$ cat config.mk
export PLATFORM = sky130hd
export DESIGN_NAME = keypad_scan_ctrl
export DESIGN_NICKNAME = d
export VERILOG_FILES = /design/src/rtl/keypad_scan_ctrl.sv
export SDC_FILE = /design/constraint.sdc
export NUM_CORES = 1
export LEC_CHECK = 0
export BUFFER_PORTS_ARGS = -buffer_cell sky130_fd_sc_hd__buf_4
export CORE_ASPECT_RATIO = 0.6
export CORE_MARGIN = 3
export CORE_UTILIZATION = 55
export CTS_BUF_LIST = sky130_fd_sc_hd__clkbuf_8 sky130_fd_sc_hd__clkbuf_16
export CTS_CLUSTER_DIAMETER = 30
export DETAILED_ROUTE_END_ITERATION = 8
export MAX_ROUTING_LAYER = met4
export PLACE_DENSITY_LB_ADDON = 0.25
export RECOVER_POWER = 100
export SYNTH_ARGS = -nofsm -noshare
export SYNTH_HDL_FRONTEND = slang
export SYNTH_SLANG_ARGS = --single-unit
$ cat constraint.sdc
create_clock -name clk -period 6.7 [get_ports clk]
set_input_delay 2.01 -clock clk [delete_from_list [all_inputs] [get_ports clk]]
set_output_delay 2.01 -clock clk [all_outputs]
set_load 0.03 [all_outputs]
$ cat src/rtl/keypad_scan_ctrl.sv
// 4x4 matrix keypad scanner: drives one row low at a time, assembles a 16-bit frame,
// debounces across whole frames and presents a one-hot key vector with a press strobe.
module keypad_scan_ctrl #(
    parameter int unsigned SCAN_DIV       = 1000,
    parameter int unsigned DEBOUNCE_SCANS = 4
) (
    input  logic        clk,
    input  logic        rst_n,
    input  logic        scan_en,
    input  logic [3:0]  col_i,
    output logic [3:0]  row_o,
    output logic [15:0] onehot,
    output logic [3:0]  key_index,
    output logic        key_valid,
    output logic        key_held
);

    localparam int unsigned    DivW    = (SCAN_DIV > 1) ? $clog2(SCAN_DIV) : 1;
    localparam logic [DivW-1:0] DivLast = DivW'(SCAN_DIV - 1);
    localparam logic [3:0]     DebMax  = 4'(DEBOUNCE_SCANS);

    localparam logic [0:0] StScan = 1'b0;
    localparam logic [0:0] StEval = 1'b1;

    logic [0:0]      state_q, state_d;
    logic [DivW-1:0] div_cnt_q, div_cnt_d;
    logic [1:0]      row_cnt_q, row_cnt_d;
    logic [15:0]     frame_raw_q, frame_raw_d;
    logic [15:0]     cand_q, cand_d;
    logic [3:0]      stable_cnt_q, stable_cnt_d;
    logic [15:0]     onehot_q, onehot_d;
    logic [3:0]      key_index_q, key_index_d;
    logic            key_valid_q, key_valid_d;
    logic            key_held_q, key_held_d;

    logic            sample;
    logic [4:0]      pop;
    logic [3:0]      enc;
    logic [3:0]      stable_nx;

    assign sample = (div_cnt_q == DivLast);

    // Popcount and bit position of the completed frame, used only in EVAL.
    always_comb begin
        pop = '0;
        enc = '0;
        for (int i = 0; i < 16; i++) begin
            pop = pop + 5'(frame_raw_q[i]);
            if (frame_raw_q[i]) begin
                enc = 4'(i);
            end
        end
    end

    always_comb begin
        state_d      = state_q;
        div_cnt_d    = div_cnt_q;
        row_cnt_d    = row_cnt_q;
        frame_raw_d  = frame_raw_q;
        cand_d       = cand_q;
        stable_cnt_d = stable_cnt_q;
        onehot_d     = onehot_q;
        key_index_d  = key_index_q;
        key_valid_d  = 1'b0;
        key_held_d   = key_held_q;
        stable_nx    = stable_cnt_q;

        if (!scan_en) begin
            // Halting discards the partial frame and any pending evaluation.
            state_d     = StScan;
            div_cnt_d   = '0;
            row_cnt_d   = '0;
            frame_raw_d = '0;
        end else begin
            if (sample) begin
                div_cnt_d = '0;
                row_cnt_d = row_cnt_q + 2'd1;
                for (int c = 0; c < 4; c++) begin
                    frame_raw_d[{row_cnt_q, 2'(c)}] = ~col_i[c];
                end
                state_d = (row_cnt_q == 2'd3) ? StEval : StScan;
            end else begin
                div_cnt_d = div_cnt_q + 1'b1;
                state_d   = StScan;
            end

            if (state_q == StEval) begin
                if (pop >= 5'd2) begin
                    stable_cnt_d = '0;
                end else begin
                    if (frame_raw_q == cand_q) begin
                        stable_nx = (stable_cnt_q >= DebMax) ? DebMax : stable_cnt_q + 4'd1;
                    end else begin
                        cand_d    = frame_raw_q;
                        stable_nx = 4'd1;
                    end
                    stable_cnt_d = stable_nx;
                    if (stable_nx == DebMax && frame_raw_q != onehot_q) begin
                        onehot_d   = frame_raw_q;
                        key_held_d = |frame_raw_q;
                        if (|frame_raw_q) begin
                            key_index_d = enc;
                            key_valid_d = 1'b1;
                        end
                    end
                end
            end
        end
    end

    always_ff @(posedge clk or negedge rst_n) begin
        if (!rst_n) begin
            state_q      <= StScan;
            div_cnt_q    <= '0;
            row_cnt_q    <= '0;
            frame_raw_q  <= '0;
            cand_q       <= '0;
            stable_cnt_q <= '0;
            onehot_q     <= '0;
            key_index_q  <= '0;
            key_valid_q  <= 1'b0;
            key_held_q   <= 1'b0;
        end else begin
            state_q      <= state_d;
            div_cnt_q    <= div_cnt_d;
            row_cnt_q    <= row_cnt_d;
            frame_raw_q  <= frame_raw_d;
            cand_q       <= cand_d;
            stable_cnt_q <= stable_cnt_d;
            onehot_q     <= onehot_d;
            key_index_q  <= key_index_d;
            key_valid_q  <= key_valid_d;
            key_held_q   <= key_held_d;
        end
    end

    assign row_o     = scan_en ? ~(4'b0001 << row_cnt_q) : 4'hF;
    assign onehot    = onehot_q;
    assign key_index = key_index_q;
    assign key_valid = key_valid_q;
    assign key_held  = key_held_q;

endmodule

After elaboration in Yosys (flattened, before gate mapping)
Cells that the tools add are included.
{"block": "classes", "addsub": 18, "magnitude_cmp": 10, "eq_ne": 6, "shifts": 1, "muxes": 48, "bitwise": 7, "reduce_logical": 10}
{"op": "$mux W4", "n": 19}
{"op": "$bwmux W16", "n": 4}
{"op": "$add A5 B1 Y5", "n": 11}
{"op": "$mux W16", "n": 2}
{"op": "$lt A4 B5 Y1 const B", "n": 4}
{"op": "$mux W10", "n": 2}
{"op": "$eq A16 B16 Y1", "n": 1}
{"op": "$ge A4 B1 Y1 const B", "n": 4}
{"op": "$ne A16 B16 Y1", "n": 1}
{"op": "$reduce_or A16 Y1", "n": 1}
{"op": "$mux W1", "n": 13}
{"op": "$add A10 B1 Y10 const B", "n": 1}
{"op": "$eq A10 B10 Y1 const B", "n": 1}
{"op": "$demux W1 S2", "n": 4}
{"op": "$mux W2", "n": 4}
{"op": "$reduce_and A4 Y1", "n": 2}
{"op": "$not A1 Y1", "n": 6}
{"op": "$add A4 B1 Y5", "n": 1}
{"op": "$ge A5 B2 Y1 const B", "n": 1}
{"op": "$logic_and A1 B1 Y1", "n": 5}
{"op": "$reduce_and A5 Y1", "n": 1}
{"op": "$add A3 B1 Y4", "n": 1}
{"op": "$add A4 B1 Y4 const B", "n": 1}
{"op": "$eq A4 B3 Y1 const B", "n": 1}
{"op": "9 further kinds", "n": 9}
{"block": "totals", "ff_bits": 71, "inputBits": 7, "wordCells": 110}

Longest topological paths before layout
{"block": "logic_depth", "word_depth": 25, "depth_mapped": 17, "mapped_depth_nobuf": 15}

Least setup slack after synthesis
Ideal clock, no wire load.
{"block": "synth_timing", "kind": "register -> register", "startpoint": "register frame_raw_q[7]", "endpoint": "register onehot_q[10], in the netlist onehot[10]", "arrival_ps": 4707, "required_ps": 6572, "setup_slack_ps": 1865, "path_stages_with_launch": 15, "n_path_buf": 2, "synth_period_minus_slack_ps": 4835, "cell_sequence": "dfrtp_1 clkbuf_1 inv_1 fa_1 fa_1 fa_1 fa_1 inv_1 ha_1 fa_1 nor4_1 o21ai_0 nor4_4 buf_6 mux2_1"}
{"block": "synth_via", "elab_chain_cells": 12, "word_cells_on_any_way": 20, "cone_classes": "add/sub (9); order compare (1); eq/ne (3); mux (4); bitwise (1); reduce/logical (2)"}
{"item": "start: declaration", "line_no": "28", "rtl": "logic [15:0] frame_raw_q, frame_raw_d;"}
{"item": "start signal: assignment", "line_no": "127", "rtl": "frame_raw_q <= frame_raw_d;"}
{"item": "$add A5 B1 Y5 (9 in series)", "line_no": "48", "rtl": "pop = pop + 5'(frame_raw_q[i]);"}
{"item": "$ge A5 B2 Y1", "line_no": "88", "rtl": "if (pop >= 5'd2) begin"}
{"item": "$not A1 Y1 (no line)"}
{"item": "$reduce_and A4 Y1 (no line) *"}
{"item": "end signal: assignment", "line_no": "130", "rtl": "onehot_q <= onehot_d;"}
{"item": "end: declaration", "line_no": "31", "rtl": "logic [15:0] onehot_q, onehot_d;"}
Every way passes the cells marked *; elsewhere a longest branch is shown, timed or not. The select of a mux whose other input is x is not followed.
A chain may end at the register's enable or synchronous reset.

Worst setup path in the final report
{"block": "layout_timing", "startpoint": "register frame_raw_q[5]", "endpoint": "register onehot_q[4], in the netlist onehot[4]"}
{"block": "layout_via", "elab_chain_cells": 14, "word_cells_on_any_way": 22, "cone_classes": "add/sub (11); order compare (1); eq/ne (3); mux (4); bitwise (1); reduce/logical (2)"}
{"item": "$add A5 B1 Y5 (11 in series)", "line_no": "48"}
{"item": "$ge A5 B2 Y1", "line_no": "88"}
{"item": "$not A1 Y1 (no line)"}
{"item": "$reduce_and A4 Y1 (no line) *"}
Marked as above.

==> metrics.txt <==
# TYPE chip_impl_metric gauge
chip_impl_metric{name="timing.max_cap.violations",unit=""} 1
chip_impl_metric{name="dpl-instance-area",unit="sq um"} 4080
chip_impl_metric{name="finalNetCount",unit=""} 418
chip_impl_metric{name="drt_iter0_drc",unit=""} 239
chip_impl_metric{name="p_total",unit="uW"} 940
chip_impl_metric{name="rrSetupSlack",unit="ns"} 1.25
chip_impl_info{name="yosysMostFrequentCell",value="sky130_fd_sc_hd__dfrtp_1"} 1
chip_impl_metric{name="synth_sequential_area_ratio",unit="%"} 46.6
chip_impl_info{name="setup_crit_start_kind",value="register"} 1
chip_impl_metric{name="preCtsSetupSlack",unit="ns"} 1.28
chip_impl_metric{name="p_per_area",unit="nW/um^2"} 219
chip_impl_metric{name="max_ir_drop_vdd",unit="mV"} 0.185
chip_impl_metric{name="core",unit="sq um"} 6410
chip_impl_info{name="hp-class",value="register to register"} 1
chip_impl_metric{name="routedWlPerCell",unit="microns"} 17.8
chip_impl_info{name="worst_path_dominant_cell_family",value="adder cells"} 1
chip_impl_metric{name="ioPinCount",unit=""} 33
chip_impl_metric{name="grt_pass1_wl",unit="microns"} 13900
chip_impl_metric{name="grt_use_met3",unit="%"} 6.58
chip_impl_metric{name="cts.sink_count",unit=""} 71
chip_impl_info{name="grt.busiest_layer",value="met1"} 1
chip_impl_metric{name="grt_usage",unit="%"} 23.9
chip_impl_metric{name="maxSlewViolCount",unit=""} 72
chip_impl_info{name="cp_cell_sequence",value="inv_1 > fa_1 > fa_1 > fa_1 > fa_1 > inv_1 > ha_1 > fa_1 > nor4_1 > o21ai_0 > nor4_4 > mux2_2"} 1
chip_impl_metric{name="total_area_of_multi_input_combinational_cells",unit="sq um"} 1830
chip_impl_metric{name="layout_area_growth_over_synthesis",unit="%"} 12.4
chip_impl_metric{name="drc_errors",unit=""} 0
chip_impl_metric{name="fp.dieArea",unit="sq um"} 7990
chip_impl_metric{name="post-route-cell-area",unit="sq um"} 4280
chip_impl_info{name="synth_largest_area_cell",value="sky130_fd_sc_hd__dfrtp_1"} 1
chip_impl_info{name="critical-path-slowest-cell",value="sky130_fd_sc_hd__nor4_4"} 1
chip_impl_metric{name="h-tree-depth",unit=""} 3
chip_impl_metric{name="postSynthCellCount",unit=""} 362
chip_impl_info{name="most_used_cell_cp",value="sky130_fd_sc_hd__fa_1"} 1
chip_impl_info{name="yosys-top-cells-area",value="sky130_fd_sc_hd__dfrtp_1 (47%), sky130_fd_sc_hd__fa_1 (5.3%), sky130_fd_sc_hd__xor2_1 (4.6%)"} 1
chip_impl_metric{name="synth-seq-cells",unit=""} 71
chip_impl_metric{name="clk_pin_slew_worst_paths",unit="ns"} 0.06
chip_impl_metric{name="period_minus_slack",unit="ns"} 5.45
chip_impl_metric{name="die_w",unit="microns"} 113
chip_impl_info{name="grt_setup_unrepaired",value="no"} 1
chip_impl_metric{name="initial_util",unit="%"} 59.4
chip_impl_metric{name="worst_ep_required_time",unit="ns"} 6.92
chip_impl_metric{name="post_route_cells_drive_above_1_share",unit="%"} 8.38
chip_impl_metric{name="syn-cell-area",unit="sq um"} 3810
chip_impl_metric{name="tritoncts.num_buffers",unit=""} 9
chip_impl_metric{name="grt_util_met2",unit="%"} 28.8
chip_impl_metric{name="met1_usage",unit="%"} 38.2
chip_impl_metric{name="cts_max_path_buffers",unit=""} 2
chip_impl_metric{name="global_route_congestion_overflow_total",unit=""} 0
chip_impl_info{name="clock_tree.root_cell",value="sky130_fd_sc_hd__clkbuf_16"} 1
chip_impl_metric{name="grt_pass1_vias",unit=""} 2517
chip_impl_metric{name="grt_start_max_net_pins",unit=""} 72
chip_impl_metric{name="worstPathBufferInverterCount",unit=""} 2
chip_impl_metric{name="whs",unit="ns"} 0.483
chip_impl_info{name="cts_tree",value="done"} 1
chip_impl_info{name="timing.critical_path.to_type",value="register"} 1
chip_impl_metric{name="fin_setup_tns",unit="ns"} 0
chip_impl_metric{name="rows",unit=""} 22
chip_impl_metric{name="remaining_antenna_violation_count",unit=""} 0
chip_impl_metric{name="maxSlewHeadroom",unit="%"} -148
chip_impl_info{name="worstSetupPathType",value="register to register"} 1
chip_impl_info{name="outcome",value="complete, but fails checks"} 1
chip_impl_metric{name="number_of_buffers_added_for_setup_after_cts",unit=""} 0
chip_impl_metric{name="filler_cell_count",unit=""} 528
chip_impl_info{name="dominantRegCellSynth",value="sky130_fd_sc_hd__dfrtp_1"} 1
chip_impl_metric{name="clock_latency_of_the_later_clocked_register_in_the_worst_skew_pair",unit="ns"} 0.33
chip_impl_metric{name="routabilityCongestion",unit=""} 0.910
chip_impl_metric{name="postCtsHoldBufs",unit=""} 0
chip_impl_metric{name="antenna_cells",unit=""} 0
chip_impl_metric{name="fmax",unit="MHz"} 184
chip_impl_metric{name="mean_cell_area_of_the_mapped_netlist",unit="sq um"} 10.5
chip_impl_metric{name="synthesis.nets",unit=""} 391
chip_impl_metric{name="p_leak",unit="nW"} 2.16
chip_impl_metric{name="die_h",unit="microns"} 70.5
chip_impl_metric{name="layout_worst_path_cycle_share",unit="%"} 81.3
chip_impl_metric{name="area.sequential",unit="sq um"} 1780
chip_impl_metric{name="worst_clock_skew",unit="ns"} 0.00409
chip_impl_metric{name="post_dr_vias_cell",unit=""} 5.56
chip_impl_metric{name="synth_edf_count",unit=""} 0
chip_impl_metric{name="detail_route.wirelength",unit="microns"} 8510
chip_impl_metric{name="synth-warning-count",unit=""} 0
chip_impl_metric{name="dp.final_hpwl",unit="microns"} 6270
chip_impl_metric{name="portBuffers",unit=""} 32
chip_impl_metric{name="antenna_found_initial",unit=""} 0
chip_impl_metric{name="async_flop_share",unit="%"} 100
chip_impl_metric{name="drt_first_pass_iters",unit=""} 4
chip_impl_metric{name="finalSetupViolations",unit=""} 0
chip_impl_metric{name="final_hold_viol_count",unit=""} 0
chip_impl_metric{name="synth.distinct_cells",unit=""} 37
chip_impl_info{name="violations",value="max-capacitance violations, max-slew violations"} 1
chip_impl_metric{name="max_slew.worst_pin.slew",unit="ns"} 3.72
chip_impl_metric{name="post-synth-top-area-fraction",unit="%"} 46.6
chip_impl_metric{name="post_cts.resized_instances",unit=""} 0
chip_impl_metric{name="routed-via-count",unit=""} 2660
chip_impl_metric{name="crit_path_max_fanout",unit=""} 17
chip_impl_metric{name="layout_setup_ws",unit="ns"} 1.25
chip_impl_metric{name="cp_data_arrival_time",unit="ns"} 5.67
chip_impl_metric{name="critPathMaxStageDelay",unit="ns"} 1.11
chip_impl_info{name="synth_common_cells",value="sky130_fd_sc_hd__dfrtp_1 (71), sky130_fd_sc_hd__nand2_1 (44), sky130_fd_sc_hd__inv_1 (32), sky130_fd_sc_hd__o21ai_0 (30), sky130_fd_sc_hd__xor2_1 (20)"} 1
registers in the layout, indices dropped and copies added (netlist names):
signal and count:
state_q 1, div_cnt_q 10, key_held 1, row_cnt_q 2, frame_raw_q 16, key_index 4
cand_q 16, onehot 16, stable_cnt_q 4, key_valid 1
final cells by class:
| type | instances | area share, % |
|---|---|---|
| multi-input combinational | 242 | 42.7 |
| sequential | 71 | 41.5 |
| clock buffer | 12 | 6.22 |
| timing repair buffer | 33 | 3.24 |
| inverter | 32 | 2.81 |
| tap | 84 | 2.45 |
| clock inverter | 4 | 1.05 |
path summary, 6_finish.rpt:
path,start,endpoint,depth (start not counted)
setup / recovery,frame_raw_q[5]$_DFFE_PN0P_,onehot[4]$_DFFE_PN0P_,12
hold / removal,div_cnt_q[0]$_DFF_PN0_,div_cnt_q[0]$_DFF_PN0_,1
setup reg to reg,frame_raw_q[5]$_DFFE_PN0P_,onehot[4]$_DFFE_PN0P_,12
hold reg to reg,div_cnt_q[0]$_DFF_PN0_,div_cnt_q[0]$_DFF_PN0_,1
max in group asynchronous,rst_n,cand_q[0]$_DFFE_PN0P_,1
min in group asynchronous,rst_n,cand_q[15]$_DFFE_PN0P_,1
where the power goes:
part | switching, mW | total (mW) | internal, mW
sequential | 0.00110 | 0.432 | 0.431
combinational | 0.0155 | 0.0191 | 0.00361
clock | 0.173 | 0.489 | 0.316
layer usage:
metal	up-vias	wire length, microns	share of wire (%)
met1	1310	4420	52
met3	8	615	7.2
li1	1258	-	-
met4	0	91	1.1
met2	84	3390	40
met5	-	0	0
cell families (layout without fill, tap and decap cells):
group,Yosys count,after routing,share of synthesized area [%]
mux,23,23,6.67
flops,71,71,46.6
buf+inv,49,81,5.35
simple gates,107,107,14.8
fa+ha+maj,22,22,9.20
xor+xnor,39,39,8.97
compound gates,51,51,8.37
placed cells by master (no fill, tap or decap), types with 2 or more instances in the layout:
cell | netlist | final
sky130_fd_sc_hd__xnor2_1 | 19 | 19
sky130_fd_sc_hd__nor4_2 | 3 | 3
sky130_fd_sc_hd__a311oi_1 | 2 | 2
sky130_fd_sc_hd__nand4_1 | 9 | 9
sky130_fd_sc_hd__and2_0 | 0 | 8
sky130_fd_sc_hd__dfrtp_1 | 71 | 71
sky130_fd_sc_hd__ha_1 | 12 | 12
sky130_fd_sc_hd__a21oi_1 | 6 | 6
sky130_fd_sc_hd__nor4_1 | 6 | 6
sky130_fd_sc_hd__mux2_2 | 10 | 10
sky130_fd_sc_hd__o211a_1 | 7 | 7
sky130_fd_sc_hd__buf_4 | 0 | 4
sky130_fd_sc_hd__nor2_1 | 13 | 13
sky130_fd_sc_hd__and3_1 | 3 | 3
sky130_fd_sc_hd__o21ai_0 | 30 | 30
sky130_fd_sc_hd__nand3_1 | 2 | 2
sky130_fd_sc_hd__or3_1 | 2 | 2
sky130_fd_sc_hd__nand2b_1 | 3 | 3
sky130_fd_sc_hd__and2_1 | 16 | 8
sky130_fd_sc_hd__nor3_1 | 2 | 2
sky130_fd_sc_hd__clkbuf_1 | 10 | 29
sky130_fd_sc_hd__nand2_1 | 44 | 44
sky130_fd_sc_hd__inv_1 | 32 | 34
sky130_fd_sc_hd__o311ai_0 | 2 | 2
sky130_fd_sc_hd__xor2_1 | 20 | 20
sky130_fd_sc_hd__fa_1 | 10 | 10
sky130_fd_sc_hd__mux2_1 | 9 | 9
sky130_fd_sc_hd__clkbuf_8 | 0 | 3
sky130_fd_sc_hd__mux2i_1 | 4 | 4
sky130_fd_sc_hd__clkbuf_16 | 0 | 9
through the flow:
step,util [%],cells
2_1_floorplan,-,362
3_3_place_gp,63.6,462
3_5_place_dp,63.6,462
4_1_cts,68.5,478
5_1_grt,66.8,478
6_report,66.8,478
Note: power is estimated with default switching activity, not from simulation.
